`src/rtl/uart_pkg.sv`:
```
// uart_pkg: shared definitions for the UART transmit and receive paths.
//   tx_state_e  - transmitter frame state encoding
//   PARITY_*    - meaning of the parity_type control bit
//   LINE_IDLE, START_BIT, STOP_BIT - serial line levels
package uart_pkg;

    typedef enum logic [2:0] {
        IDLE   = 3'd0,
        START  = 3'd1,
        DATA   = 3'd2,
        PARITY = 3'd3,
        STOP   = 3'd4
    } tx_state_e;

    localparam logic PARITY_EVEN = 1'b0;
    localparam logic PARITY_ODD  = 1'b1;
    localparam logic LINE_IDLE   = 1'b1;
    localparam logic START_BIT   = 1'b0;
    localparam logic STOP_BIT    = 1'b1;

endpackage

```
`src/rtl/uart_transmitter_if.sv`:
```
// uart_transmitter_if: word-level handshake into the UART transmitter.
//   parallel_data  - word to transmit
//   data_valid     - parallel_data is valid this cycle
//   parity_type    - 1 = odd, 0 = even (captured with the word)
//   parity_enable  - 1 = frame carries a parity bit (captured with the word)
//   ready          - transmitter can take a word this cycle
// master: the word producer; slave: the transmitter.
interface uart_transmitter_if #(
    parameter int DATA_WIDTH = 8
);
    logic [DATA_WIDTH-1:0] parallel_data;
    logic                  data_valid;
    logic                  parity_type;
    logic                  parity_enable;
    logic                  ready;

    modport master (
        output parallel_data,
        output data_valid,
        output parity_type,
        output parity_enable,
        input  ready
    );

    modport slave (
        input  parallel_data,
        input  data_valid,
        input  parity_type,
        input  parity_enable,
        output ready
    );
endinterface

```
`src/rtl/uart_transmitter_parity_calculator.sv`:
```
// parity_calculator: combinational parity bit for a UART word.
//   data        - word whose bits are covered by the parity bit
//   parity_type - PARITY_EVEN or PARITY_ODD
//   parity_bit  - bit that makes the total count of ones even (or odd)
// Shared between the transmitter and the receive-side parity checker.
module parity_calculator
    import uart_pkg::*;
#(
    parameter int DATA_WIDTH = 8
) (
    input  logic [DATA_WIDTH-1:0] data,
    input  logic                  parity_type,
    output logic                  parity_bit
);

    // XOR reduction of the word: 1 when the word holds an odd number of ones.
    function automatic logic xor_reduce(input logic [DATA_WIDTH-1:0] d);
        logic acc;
        acc = 1'b0;
        for (int i = 0; i < DATA_WIDTH; i++) begin
            acc = acc ^ d[i];
        end
        return acc;
    endfunction

    logic data_xor_s;

    assign data_xor_s = xor_reduce(data);
    assign parity_bit = (parity_type == PARITY_EVEN) ? data_xor_s : ~data_xor_s;

endmodule

```
`src/rtl/uart_transmitter.sv`:
```
// uart_transmitter: serial UART transmitter, one line bit per clk cycle.
//   clk          - bit-rate clock
//   reset        - synchronous active-high reset
//   tx           - word handshake (slave side) with per-word parity controls
//   serial_data  - registered serial line, idle high
//   busy         - a frame is being shifted out
// Frame: start, DATA_WIDTH data bits LSB first, optional parity, stop.
// One word can wait in the holding register behind the frame in flight; it
// is started straight after the stop bit with no idle gap.
module uart_transmitter
    import uart_pkg::*;
#(
    parameter int DATA_WIDTH = 8
) (
    input  logic                 clk,
    input  logic                 reset,
    uart_transmitter_if.slave    tx,
    output logic                 serial_data,
    output logic                 busy
);

    localparam int              IDX_W    = $clog2(DATA_WIDTH);
    localparam logic [IDX_W-1:0] LAST_IDX = IDX_W'(DATA_WIDTH - 1);

    tx_state_e             state_r, state_s;
    logic [IDX_W-1:0]      index_r, index_s;
    logic [DATA_WIDTH-1:0] word_r, word_s;
    logic                  pen_r, pen_s;
    logic                  ptype_r, ptype_s;
    logic [DATA_WIDTH-1:0] hold_data_r, hold_data_s;
    logic                  hold_pen_r, hold_pen_s;
    logic                  hold_ptype_r, hold_ptype_s;
    logic                  hold_full_r, hold_full_s;
    logic                  serial_r, serial_s;
    logic                  busy_r, busy_s;
    logic                  ready_r, ready_s;
    logic                  accept_s;
    logic                  parity_bit_s;

    assign accept_s    = tx.data_valid & ready_r;
    assign tx.ready    = ready_r;
    assign serial_data = serial_r;
    assign busy        = busy_r;

    parity_calculator #(
        .DATA_WIDTH (DATA_WIDTH)
    ) u_parity (
        .data        (word_r),
        .parity_type (ptype_r),
        .parity_bit  (parity_bit_s)
    );

    // State, frame word and output registers; reset abandons any frame.
    always_ff @(posedge clk) begin
        if (reset) begin
            state_r      <= IDLE;
            index_r      <= '0;
            word_r       <= '0;
            pen_r        <= 1'b0;
            ptype_r      <= 1'b0;
            hold_data_r  <= '0;
            hold_pen_r   <= 1'b0;
            hold_ptype_r <= 1'b0;
            hold_full_r  <= 1'b0;
            serial_r     <= LINE_IDLE;
            busy_r       <= 1'b0;
            ready_r      <= 1'b1;
        end else begin
            state_r      <= state_s;
            index_r      <= index_s;
            word_r       <= word_s;
            pen_r        <= pen_s;
            ptype_r      <= ptype_s;
            hold_data_r  <= hold_data_s;
            hold_pen_r   <= hold_pen_s;
            hold_ptype_r <= hold_ptype_s;
            hold_full_r  <= hold_full_s;
            serial_r     <= serial_s;
            busy_r       <= busy_s;
            ready_r      <= ready_s;
        end
    end

    // Next-state, holding register and next line level.
    always_comb begin
        state_s      = state_r;
        index_s      = index_r;
        word_s       = word_r;
        pen_s        = pen_r;
        ptype_s      = ptype_r;
        hold_data_s  = hold_data_r;
        hold_pen_s   = hold_pen_r;
        hold_ptype_s = hold_ptype_r;
        hold_full_s  = hold_full_r;
        serial_s     = LINE_IDLE;

        // A word arriving mid-frame waits in the holding register.
        if (accept_s && ((state_r == START) || (state_r == DATA) || (state_r == PARITY))) begin
            hold_data_s  = tx.parallel_data;
            hold_pen_s   = tx.parity_enable;
            hold_ptype_s = tx.parity_type;
            hold_full_s  = 1'b1;
        end else begin
            hold_full_s  = hold_full_r;
        end

        case (state_r)
            IDLE: begin
                if (accept_s) begin
                    state_s = START;
                    word_s  = tx.parallel_data;
                    pen_s   = tx.parity_enable;
                    ptype_s = tx.parity_type;
                end else begin
                    state_s = IDLE;
                end
            end
            START: begin
                state_s = DATA;
                index_s = '0;
            end
            DATA: begin
                if (index_r == LAST_IDX) begin
                    state_s = pen_r ? PARITY : STOP;
                end else begin
                    index_s = index_r + 1'b1;
                end
            end
            PARITY: begin
                state_s = STOP;
            end
            STOP: begin
                // Held word wins; otherwise a same-cycle accept bypasses the
                // holding register so the line never idles between frames.
                if (hold_full_r) begin
                    state_s     = START;
                    word_s      = hold_data_r;
                    pen_s       = hold_pen_r;
                    ptype_s     = hold_ptype_r;
                    hold_full_s = 1'b0;
                end else if (accept_s) begin
                    state_s = START;
                    word_s  = tx.parallel_data;
                    pen_s   = tx.parity_enable;
                    ptype_s = tx.parity_type;
                end else begin
                    state_s = IDLE;
                end
            end
            default: begin
                state_s = IDLE;
            end
        endcase

        // Line level follows the next state so both registers move together.
        // Parity uses the current word: entering PARITY never reloads it.
        case (state_s)
            IDLE:    serial_s = LINE_IDLE;
            START:   serial_s = START_BIT;
            DATA:    serial_s = word_s[index_s];
            PARITY:  serial_s = parity_bit_s;
            STOP:    serial_s = STOP_BIT;
            default: serial_s = LINE_IDLE;
        endcase
    end

    assign busy_s  = (state_s != IDLE);
    assign ready_s = ~hold_full_s;

endmodule

```
`src/flat_wrapper.sv`:
```
// flat-port wrapper written by rule: the top's interface ports become plain ports
module uart_transmitter_flat import uart_pkg::*;
#(
    parameter int DATA_WIDTH = 8
)
  (clk, reset, serial_data, busy, tx_parallel_data, tx_data_valid, tx_parity_type, tx_parity_enable, tx_ready);
  uart_transmitter_if #(.DATA_WIDTH(DATA_WIDTH)) tx_i ();
  input  logic clk;
  input  logic reset;
  output logic serial_data;
  output logic busy;
  input wire logic [$bits(tx_i.parallel_data)-1:0] tx_parallel_data;
  input wire logic [$bits(tx_i.data_valid)-1:0] tx_data_valid;
  input wire logic [$bits(tx_i.parity_type)-1:0] tx_parity_type;
  input wire logic [$bits(tx_i.parity_enable)-1:0] tx_parity_enable;
  output wire logic [$bits(tx_i.ready)-1:0] tx_ready;
  assign tx_i.parallel_data = tx_parallel_data;
  assign tx_i.data_valid = tx_data_valid;
  assign tx_i.parity_type = tx_parity_type;
  assign tx_i.parity_enable = tx_parity_enable;
  assign tx_ready = tx_i.ready;
  uart_transmitter #(.DATA_WIDTH(DATA_WIDTH)) u_core (.clk(clk), .reset(reset), .tx(tx_i), .serial_data(serial_data), .busy(busy));
endmodule
```
`config.mk`:
```
export PLATFORM = sky130hd
export DESIGN_NAME = uart_transmitter_flat
export DESIGN_NICKNAME = d
export VERILOG_FILES = /design/src/rtl/uart_pkg.sv /design/src/rtl/uart_transmitter_if.sv /design/src/rtl/uart_transmitter_parity_calculator.sv /design/src/rtl/uart_transmitter.sv /design/src/flat_wrapper.sv
export SDC_FILE = /design/constraint.sdc
export NUM_CORES = 1
export LEC_CHECK = 0
export ABC_CLOCK_PERIOD_IN_PS = 2600
export BUFFER_PORTS_ARGS = -buffer_cell sky130_fd_sc_hd__buf_2
export CORE_ASPECT_RATIO = 1.2
export CORE_MARGIN = 3
export CORE_UTILIZATION = 57
export DETAILED_ROUTE_END_ITERATION = 12
export HOLD_SLACK_MARGIN = 0.03
export PLACE_DENSITY = 0.74
export SYNTH_ARGS = -nofsm -noshare
export SYNTH_HDL_FRONTEND = slang
export SYNTH_SLANG_ARGS = --single-unit
```
`constraint.sdc`:
```
create_clock -name clk -period 2.6 [get_ports clk]
set_input_delay 0.65 -clock clk [delete_from_list [all_inputs] [get_ports clk]]
set_output_delay 0.65 -clock clk [all_outputs]
set_load 0.02 [all_outputs]
```
* Word-level counts from Yosys, hierarchy flattened *
Cells that the tools add are included.

word-level totals
  register bits = 30
  bits of input ports = 13
  output and inout port bits = 3
  word-level logic and storage cells = 61

operators by class
  add/sub/neg operators = 1
  $lt $le $gt $ge = 1
  equal/unequal tests = 8
  muxes and demuxes = 23
  bitwise gates (word level) = 10
  reduce and logical (&&, ||, !) cells = 6

operators by type and width
  operator                                                               count
  8-bit two-way mux                                                      2
  8-bit one-hot mux with 2 select lines                                  1
  3-bit one-hot mux with 5 select lines                                  1
  3-bit by 2-bit == test with 1-bit output (second input constant)       4
  1-bit two-way mux                                                      11
  3-bit two-way mux                                                      3
  1-bit XOR                                                              7
  3-bit by 1-bit == test with 1-bit output (second input constant)       2
  3-bit == test (second input constant)                                  2
  3-bit one-hot mux with 2 select lines                                  1
  3-bit by 4-bit < comparator with 1-bit output (second input constant)  1
  1-bit one-hot mux with 2 select lines                                  2
  3-bit by 1-bit adder with 3-bit output (second input constant)         1
  1-bit binary-select mux with 3-bit select                              1
  3-bit logical NOT                                                      1
  1-bit one-hot mux with 3 select lines                                  1
  3-bit nonzero test                                                     1
  1-bit logical OR                                                       2
  1-bit NOT                                                              2
  2-bit nonzero test                                                     1
  1-bit AND                                                              1
  1-bit logical AND                                                      1

* Depth between registers and ports, before layout *
Gate-level depths: netlist of the first run.

  word-level depth = 10
  depth in mapped cells = 8
  gate-level depth less buffers = 7

* Modules after synthesis *
A second synthesis of the first run with hierarchy kept.

unflattened totals
  cell total of the unflattened synthesis = 165
  area, all modules = 1,515.2 um2

by module, submodules not included
  module             instances  cells an instance  area each (um2)  seq. area each (um2)
  uart_transmitter   1          158                1,432.6          600.6
  parity_calculator  1          7                  82.6             0.0

* Worst setup path after synthesis of the first run *
Ideal clock, no wire load.

  path kind = input -> register
  start point = in tx_data_valid
  end point = reg u_core.serial_r (netlist: u_core.serial_data)
  library setup time = 0.124 ns
  data arrival time = 1.847 ns
  required time = 2.476 ns
  setup slack = 0.629 ns
  stages on the path = 7
  path buffers = 1
  cells stage by stage = and2_1 buf_2 and4_1 a221oi_1 mux2i_1 o32ai_1 o31ai_2

between the ends
  cells in the longest elaborated chain, start to end = 7
  elaborated cells on any way between the ends = 13
  those cells by class = eq/ne (3); mux (9); bitwise (1)

RTL lines
  item                                       line                                              source
  start, declared                            flat_wrapper.sv:13                                input wire logic [$bits(tx_i.data_valid)-1:0] tx_data_valid;
  1-bit AND *                                uart_transmitter.sv:40                            assign accept_s = tx.data_valid & ready_r;
  8-bit two-way mux                          uart_transmitter.sv:109, uart_transmitter.sv:141
  8-bit two-way mux                          uart_transmitter.sv:135                           if (hold_full_r) begin
  8-bit one-hot mux with 2 select lines      uart_transmitter.sv:107                           case (state_r)
  1-bit binary-select mux with 3-bit select  uart_transmitter.sv:160                           DATA: serial_s = word_s[index_s];
  1-bit two-way mux (not written as such)    uart_transmitter.sv:160
  1-bit one-hot mux with 3 select lines *    uart_transmitter.sv:157                           case (state_s)
  end signal, assigned                       uart_transmitter.sv:78                            serial_r <= serial_s;
  end, declared                              uart_transmitter.sv:34                            logic serial_r, serial_s;

Every way passes the cells marked *; elsewhere a longest branch is shown, timed or not. The select of a mux whose other input is x is not followed.
A chain may end at the register's enable or synchronous reset.

* Final worst setup path of the first run *
  start point = reg u_core.state_r[2]
  end point = reg u_core.serial_r (netlist: u_core.serial_data)

between the ends
  cells in the longest elaborated chain, start to end = 5
  elaborated cells on any way between the ends = 15
  those cells by class = eq/ne (7); mux (7); reduce/logical (1)

RTL lines
  item                                                                                                   line                     source
  start, declared                                                                                        uart_transmitter.sv:25   tx_state_e state_r, state_s;
  start signal, assigned                                                                                 uart_transmitter.sv:69   state_r <= state_s;
  3-bit == test (tied with other cells)                                                                  uart_transmitter.sv:107
  8-bit one-hot mux with 2 select lines / 3-bit one-hot mux with 2 select lines (equally long branches)  uart_transmitter.sv:107
  1-bit binary-select mux with 3-bit select                                                              uart_transmitter.sv:160
  1-bit two-way mux (not written as such)                                                                uart_transmitter.sv:160
  1-bit one-hot mux with 3 select lines *                                                                uart_transmitter.sv:157

Marked as above.

==> flow_summary.ini, run 1 <==
[synthesis]
synth_cell_types = 46
yosys_warnings = 0
ys.flop_type = dfxtp_1
synthesis.instances = 173
syn_nets = 187
synth-seq-cells = 30
synth-edff-count = 0
syn_avg_cell_area_um2 = 8.823
ys_top_cells_by_area = dfxtp_1 (39%), mux2i_1 (7.9%), nor2_1 (7.1%)
yosysSeqAreaShare_pct = 39.34
synth_top_area_share_pct = 39.34
yosysTopAreaCell = dfxtp_1
async_flop_share_pct = 0
synth_area_um2 = 1526

[sta]
setup_tns_ns = 0
max_slew_margin_pct = 58.52
max_freq_ghz = 0.4233
tightestPinTransition_ns = 0.6214
setup_viol = 0
grt_setup_unrepaired = false
skew_ns = 0.01490
hold_violations = 0
min_period_over_period_pct = 90.86
report.final.slew_viol_count = 0
min_period_ns = 2.362

[placed_design]
place_area_um2 = 1597
place_congestion = 0.8208
dp_hpwl_mm = 2.456
port_buffers = 15

[run]
cap_violations = 0

[cts]
clockRootBuffer = clkbuf_4
htreeDepth = 2
post_cts_buffers = 0
clk_pin_slew_ns = 0.10
clk_path_buf_depth = 2
cts_tree = yes
cts_resized = 0
cts.sinks = 30
clk_latency_ns = 0.33
postCtsHoldBufs = 0
cts_buffers = 5

[global_routing]
met3_usage_pct = 5.012
grt_pass1_wl_mm = 5.637
grt_max_degree = 29
met1_usage_pct = 26.93
grt_pass1_vias = 1271
grt_usage_pct = 22.23
antenna_found_initial = 0
gr-total-overflow = 0
use_met2_pct = 36.81
busiest_layer = met2

[status]
run_status = finished, final reports clean

[route]
ant_nets = 0
drt-total-wl_mm = 3.251
via_count = 1295
firstDrtPassIters = 4
drt_iter0_markers = 27
route.detailed.drc = 0
via_per_inst = 5.940
wl_per_cell_um = 14.91

[worst_setup_path]
cp_max_fo = 17
cp-start-kind = flop
end_kind = flop
arrival_ns = 2.57
worstSetupPathType = flop to flop
worstPathRequired_ns = 2.81

[pwr]
p_total_uw = 1075
vdd_drop_max_mv = 0.5155
p_per_area_nw_per_um2 = 649.1
leakage_uw = 0.0006109

[final_layout]
fin_area_um2 = 1657
final_core_util_pct = 68.32
syn2layout_area_growth_pct = 8.525
finalNetCount = 200
antenna_cells = 0
drive_gt1_share_pct = 15.51

[die]
die_y_um = 62.69
rows = 19
die_x_um = 53.24
start_util_pct = 62.95
dieArea_um2 = 3338
coreArea_um2 = 2425
ios = 16

[min_path]
hp-class = flop to flop
-- cell usage in the layout (no fill, tap or decap), types with 2 or more instances in the layout --
cell type  netlist  layout
buf_2            5      15
nor2b_1          5       5
nor2_1          29      29
nand2_1          8       8
inv_1            4       4
o21ai_0          5       5
o22ai_1          2       2
xnor2_1          8       8
a32oi_1          3       3
a2bb2oi_1        2       2
clkbuf_4         0       5
dfxtp_1         30      30
and4_1           5       5
nor3_1           2       2
a22oi_1          2       2
a211oi_1         3       3
a221oi_1         4       4
nor2_4           2       2
a21oi_1         10      10
and3_1           2       2
mux2i_1         12      12
and2_1           2       2
nand2b_1         2       2
-- layout make-up --
cell class                 instances  area [um2]
multi-input combinational        130       867.1
fill                             215       768.2
sequential                        30       600.6
timing repair buffer              15       75.07
clock buffer                       7       55.05
tap                               31       38.79
inverter                           4       15.01
clock inverter                     1       5.005
-- cells in the mapped netlist, types with 3 or more instances --
cell type  count
a221oi_1       4
clkbuf_1       3
mux2i_1       12
o21ai_0        5
nor2b_1        5
and4_1         5
nand2_1        8
a21oi_1       10
inv_1          4
nor2_1        29
a211oi_1       3
dfxtp_1       30
a32oi_1        3
buf_2          5
xnor2_1        8
-- logic make-up (layout without fill, tap and decap cells) --
| kind of cell | count (synthesis) | count (layout) | share of synthesized area [%] |
|---|---|---|---|
| muxes | 12 | 12 | 7.869 |
| buffers and inverters | 13 | 27 | 3.852 |
| and+or+nand+nor | 65 | 65 | 22.70 |
| DFF | 30 | 30 | 39.34 |
| AOI/OAI and AO/OA | 44 | 44 | 20.82 |
| adders and majority gates | 1 | 1 | 0.8195 |
| xor gates and xnor gates | 8 | 8 | 4.590 |
-- power breakdown --
| group | leakage (uW) | internal, uW | switching (uW) |
|---|---|---|---|
| clock | 0.0000353 | 131 | 158 |
| sequential | 0.000245 | 498 | 37.5 |
| combinational | 0.000330 | 115 | 136 |
| total | 0.000611 | 744 | 332 |
-- per-stage QoR --
| stage | cells | hold slack (ns) | setup slack, ns |
|---|---|---|---|
| after global routing | 218 | 0.5694 | 0.02278 |
| after detailed placement | 210 | 0.4932 | 0.2947 |
| after floorplan | 173 | 0.4516 | 0.6292 |
| final | 218 | 0.5124 | 0.2376 |
| after global placement | 210 | 0.4734 | 0.3703 |
| after CTS | 218 | 0.5163 | 0.2697 |
-- final timing paths --
check | start | to | slack (ns) | cells after the start
hold / removal | u_core.hold_data_r[6]$_SDFFE_PP0P_ | u_core.hold_data_r[6]$_SDFFE_PP0P_ | 0.51 | 2
setup / recovery | u_core.state_r[2]$_SDFF_PP0_ | u_core.serial_data$_SDFF_PP1_ | 0.24 | 6
setup reg to reg | u_core.state_r[2]$_SDFF_PP0_ | u_core.serial_data$_SDFF_PP1_ | 0.24 | 6
hold reg to reg | u_core.hold_data_r[6]$_SDFFE_PP0P_ | u_core.hold_data_r[6]$_SDFFE_PP0P_ | 0.51 | 2
-- critical path: stages, from the launching register on --
cell	delay, ns
dfxtp_1	0.73
nand2_1	0.36
and4_1	0.32
a221oi_1	0.29
mux2i_1	0.15
o32ai_1	0.29
o31ai_2	0.10
-- per-layer routing --
metal,share of wire (%),wire (um),vias up
li1,-,-,656
met1,44,1417,603
met2,52,1684,29
met3,3.1,100,7
met4,1.5,49,0
met5,0,0,-
-- flip-flops by register name, indices dropped and copies added (netlist names) --
signal / count
u_core.serial_data: 1
u_core.ptype_r: 1
u_core.state_r: 3
u_core.hold_pen_r: 1
u_core.pen_r: 1
u_core.hold_data_r: 8
u_core.busy: 1
u_core.hold_ptype_r: 1
u_core.tx.ready: 1
u_core.index_r: 3
u_core.hold_full_r: 1
u_core.word_r: 8
(Power assumes the default switching activity.)
==> run 2, diff against run 1 <==
- MAX_ROUTING_LAYER: default -> met4
==> flow_summary.ini, run 2 (synthesis gave the netlist of run 1 again) <==
[status]
run_status = finished, final reports clean

[final_layout]
reg_top3 = u_core.hold_data_r (8), u_core.word_r (8)
finalNetCount = 200
drive_gt1_share_pct = 15.51
final_core_util_pct = 68.32
antenna_cells = 0
seq_area_um2 = 600.6
mostFrequentLayoutCell = dfxtp_1
syn2layout_area_growth_pct = 8.525
mostFrequentLayoutCells = dfxtp_1 (30), nor2_1 (29), buf_2 (15)
nFillCells = 215
multi_input_area_um2 = 867.1

[die]
rows = 19
start_util_pct = 62.95
die_y_um = 62.69
ios = 16
die_x_um = 53.24
coreArea_um2 = 2425
dieArea_um2 = 3338

[worst_setup_path]
r2r_end = u_core.serial_data$_SDFF_PP1_
r2r_slack_ns = 0.22
ff2ff_path_depth = 6
r2r-start = u_core.state_r[2]$_SDFF_PP0_
worstPathRequired_ns = 2.80
worstSetupPathType = flop to flop
cp-start-kind = flop
end_kind = flop
arrival_ns = 2.58
cp_max_fo = 17

[placed_design]
dp_hpwl_mm = 2.456
place_ws_ns = 0.2947
port_buffers = 15
place_congestion = 0.8331

[cts]
cts.sinks = 30
clockRootBuffer = clkbuf_4
cts_resized = 0
postCtsHoldBufs = 0
clk_path_buf_depth = 2
cts_tree = yes
cts_buffers = 5
post_cts_buffers = 0
htreeDepth = 2
clk_latency_ns = 0.33
clk_pin_slew_ns = 0.10

[min_path]
worstHoldEndpoint = u_core.hold_pen_r$_SDFFE_PP0P_
hold_depth = 2
hp-class = flop to flop
holdCritStartpoint = u_core.hold_pen_r$_SDFFE_PP0P_

[sta]
max_freq_ghz = 0.4206
report.final.slew_viol_count = 0
min_period_over_period_pct = 91.45
setup_tns_ns = 0
whs_ns = 0.5121
setup_viol = 0
tightestPinTransition_ns = 0.6293
hold_violations = 0
max_slew_margin_pct = 57.99
grt_setup_unrepaired = false
skew_ns = 0.01432
final.setup.worst_slack_ns = 0.2224
min_period_ns = 2.378

[route]
drt_iter0_markers = 27
drt-total-wl_mm = 3.258
firstDrtPassIters = 4
via_per_inst = 5.982
via_count = 1304
ant_nets = 0
route.detailed.drc = 0
wl_per_cell_um = 14.94

[global_routing]
antenna_found_initial = 0
grt_max_degree = 29
grt_usage_pct = 23.20
grt_pass1_wl_mm = 5.637
gr-total-overflow = 0
grt_pass1_vias = 1265

[pwr]
vdd_drop_max_mv = 0.5166
p_per_area_nw_per_um2 = 647.6
leakage_uw = 0.0006109

[run]
cap_violations = 0
[run 2: cell counts in the layout (fill, tap and decap cells not counted)]
Identical to the previous run, type by type.
[run 2: worst max-delay path by stage]
stage	start	to	slack, ns
2_1_floorplan	tx_data_valid	u_core.serial_data$_SDFF_PP1_	0.63
3_3_place_gp	tx_data_valid	u_core.serial_data$_SDFF_PP1_	0.37
3_5_place_dp	tx_data_valid	u_core.serial_data$_SDFF_PP1_	0.29
4_1_cts	u_core.state_r[2]$_SDFF_PP0_	u_core.serial_data$_SDFF_PP1_	0.27
5_1_grt	u_core.state_r[2]$_SDFF_PP0_	u_core.serial_data$_SDFF_PP1_	0.02
6_report	u_core.state_r[2]$_SDFF_PP0_	u_core.serial_data$_SDFF_PP1_	0.22
[run 2: layout make-up]
class | count | area share, %
clock buffer | 7 | 3.323
clock inverter | 1 | 0.3021
timing repair buffer | 15 | 4.532
tap | 31 | 2.341
sequential | 30 | 36.25
inverter | 4 | 0.9063
multi-input combinational | 130 | 52.34
[run 2: stage by stage]
step	cells	instance area, um2	total power [uW]
final	218	1657	1073
after global routing	218	1657	1141
after CTS	218	1657	1080
after detailed placement	210	1597	795.3
after global placement	210	1597	786.9
after floorplan	173	1526	739.9
[run 2: layer usage]
layer  global-route usage [%]  part of all wire, %
met3                    9.308                  3.8
met1                    26.49                   42
met5                        -                    0
met4                    5.751                 0.74
met2                    37.12                   53
[run 2: where the power goes]
group	total, uW	internal [uW]	switching, uW	leakage, uW
clock network	287	131	156	0.0000353
logic	250	115	136	0.000330
registers	535	498	37.4	0.000245
total	1070	744	329	0.000611
[run 2: critical path: stages, from the launching register on]
cell and delay, ns:
dfxtp_1 0.74, nand2_1 0.37, and4_1 0.32, a221oi_1 0.29
mux2i_1 0.15, o32ai_1 0.29, o31ai_2 0.10
==> run 3, diff against run 2 <==
- ABC_CLOCK_PERIOD_IN_PS: 2600 -> 2300
- clock period: 2.6 -> 2.3 ns (I/O delays scaled with it)
==> flow_summary.ini, run 3 (synthesis gave the netlist of run 1 again) <==
[pwr]
p_per_area_nw_per_um2 = 750.6
vdd_drop_max_mv = 0.5305
leakage_uw = 0.0006354

[worst_setup_path]
r2r-start = u_core.state_r[2]$_SDFF_PP0_
cp_max_fo = 17
arrival_ns = 2.43
cpPeakStageDelay_ns = 0.73
ff2ff_path_depth = 6
r2r_slack_ns = 0.08
r2r_end = u_core.serial_data$_SDFF_PP1_
cp-start-kind = flop
worstSetupPathType = flop to flop
end_kind = flop
slowest_stage = dfxtp_1
worstPathRequired_ns = 2.51
cp.buffers_inverters = 0
crit_chain = nand2_1, and4_1, a221oi_1, mux2i_1, o32ai_1, o31ai_2
crit_family = flip-flops

[route]
wl_met2_mm = 1.578
highest_layer = met4
ant_nets = 0
drt_iter0_markers = 27
route.detailed.drc = 0
wl_met1_mm = 1.422
drt-total-wl_mm = 3.206
met3_wirelength_um = 141
wl_per_cell_um = 14.51
firstDrtPassIters = 5
via_per_inst = 5.986
via_count = 1323

[final_layout]
nFillCells = 197
seq_area_um2 = 601.8
multi_input_area_um2 = 874.6
syn2layout_area_growth_pct = 11.80
final_core_util_pct = 70.38
fin_area_um2 = 1707
finalNetCount = 203
mostFrequentLayoutCells = nor2_1 (29), dfxtp_1 (29), buf_2 (15)
reg_top3 = u_core.hold_data_r (8), u_core.word_r (8)
antenna_cells = 0
drive_gt1_share_pct = 18.42

[sta]
tightestPinTransition_ns = 0.6250
setup_tns_ns = 0
final.setup.worst_slack_ns = 0.07995
setup_viol = 0
report.final.slew_viol_count = 0
skew_ns = 0.008360
min_period_ns = 2.220
max_freq_ghz = 0.4504
max_slew_margin_pct = 58.27
whs_ns = 0.4950
hold_violations = 0
grt_setup_unrepaired = false
min_period_over_period_pct = 96.52

[cts]
cts.sinks = 30
clk_pin_slew_ns = 0.10
clk_latency_ns = 0.33
clk_path_buf_depth = 2
cts_buffers = 5
cts_tree = yes
htreeDepth = 2
clockRootBuffer = clkbuf_4
post_cts_buffers = 0

[die]
die_x_um = 53.24
ios = 16
coreArea_um2 = 2425
die_y_um = 62.69
rows = 19
dieArea_um2 = 3338
start_util_pct = 62.95

[min_path]
hp-class = input port to flop
hold_depth = 3
worstHoldEndpoint = u_core.hold_data_r[1]$_SDFFE_PP0P_
holdCritStartpoint = tx_parallel_data[1]

[placed_design]
port_buffers = 15
place_ws_ns = 0.1054
place_congestion = 0.8272
place_area_um2 = 1619
dp_hpwl_mm = 2.388

[global_routing]
gr-total-overflow = 0
grt_pass1_wl_mm = 5.602
grt_pass1_vias = 1279
grt_usage_pct = 23.09
antenna_found_initial = 0
grt_max_degree = 29

[run]
cap_violations = 0

[status]
run_status = finished, final reports clean
## run 3: cell count changes in the layout (fill, tap and decap cells not counted)
cell / previous run / this run
clkbuf_1: 1 / 0
a32oi_1: 3 / 2
dfxtp_1: 30 / 29
a32oi_2: 0 / 1
clkbuf_8: 1 / 3
dfxtp_2: 0 / 1
buf_4: 0 / 3
clkinv_2: 1 / 0
## run 3: worst max path at each step
stage | startpoint | endpoint | slack [ns] | cells past startpoint
2_1_floorplan | tx_data_valid | u_core.serial_data$_SDFF_PP1_ | 0.40 | 7
3_3_place_gp | tx_data_valid | u_core.serial_data$_SDFF_PP1_ | 0.19 | 7
3_5_place_dp | tx_data_valid | u_core.serial_data$_SDFF_PP1_ | 0.11 | 7
4_1_cts | u_core.index_r[0]$_SDFF_PP0_ | u_core.serial_data$_SDFF_PP1_ | 0.14 | 7
5_1_grt | u_core.state_r[2]$_SDFF_PP0_ | u_core.serial_data$_SDFF_PP1_ | 0.002 | 6
6_report | u_core.state_r[2]$_SDFF_PP0_ | u_core.serial_data$_SDFF_PP1_ | 0.08 | 6
## run 3: stage by stage
step	total power (uW)	instances
after floorplan	836.4	173
after global placement	895.5	213
after detailed placement	902.5	213
after CTS	1292	221
after global routing	1352	221
final	1281	221
## run 3: layer usage
| metal | vias up | track usage, % |
|---|---|---|
| met5 | - | - |
| met4 | 0 | 10.86 |
| met3 | 6 | 6.683 |
| met2 | 29 | 36.04 |
| met1 | 631 | 26.46 |
| li1 | 657 | - |
## run 3: repair_timing
item,CTS,global route
endpoints found under the setup margin,0,1
gates resized for setup,0,2
hold buffers,0,0
## run 3: area by class of cell
type	count	area share (%)
repair buffers	18	5.718
inverters	4	0.8798
well taps	31	2.273
flip-flops and latches	30	35.26
multi-input cells	130	51.25
clock buffers	8	4.619
## run 3: worst register-to-register path, cell delays in order, from the launching register on
cell and delay (ns):
dfxtp_1 0.73, nand2_1 0.26, and4_1 0.27, a221oi_1 0.28
mux2i_1 0.14, o32ai_1 0.32, o31ai_2 0.11
## run 3: power breakdown
group          switching [uW]  leakage, uW  total [uW]  internal (uW)
Clock                     178    0.0000446         387            209
Combinational             158     0.000345         293            135
Sequential               38.3     0.000246         602            563
Total                     374     0.000635        1280            907
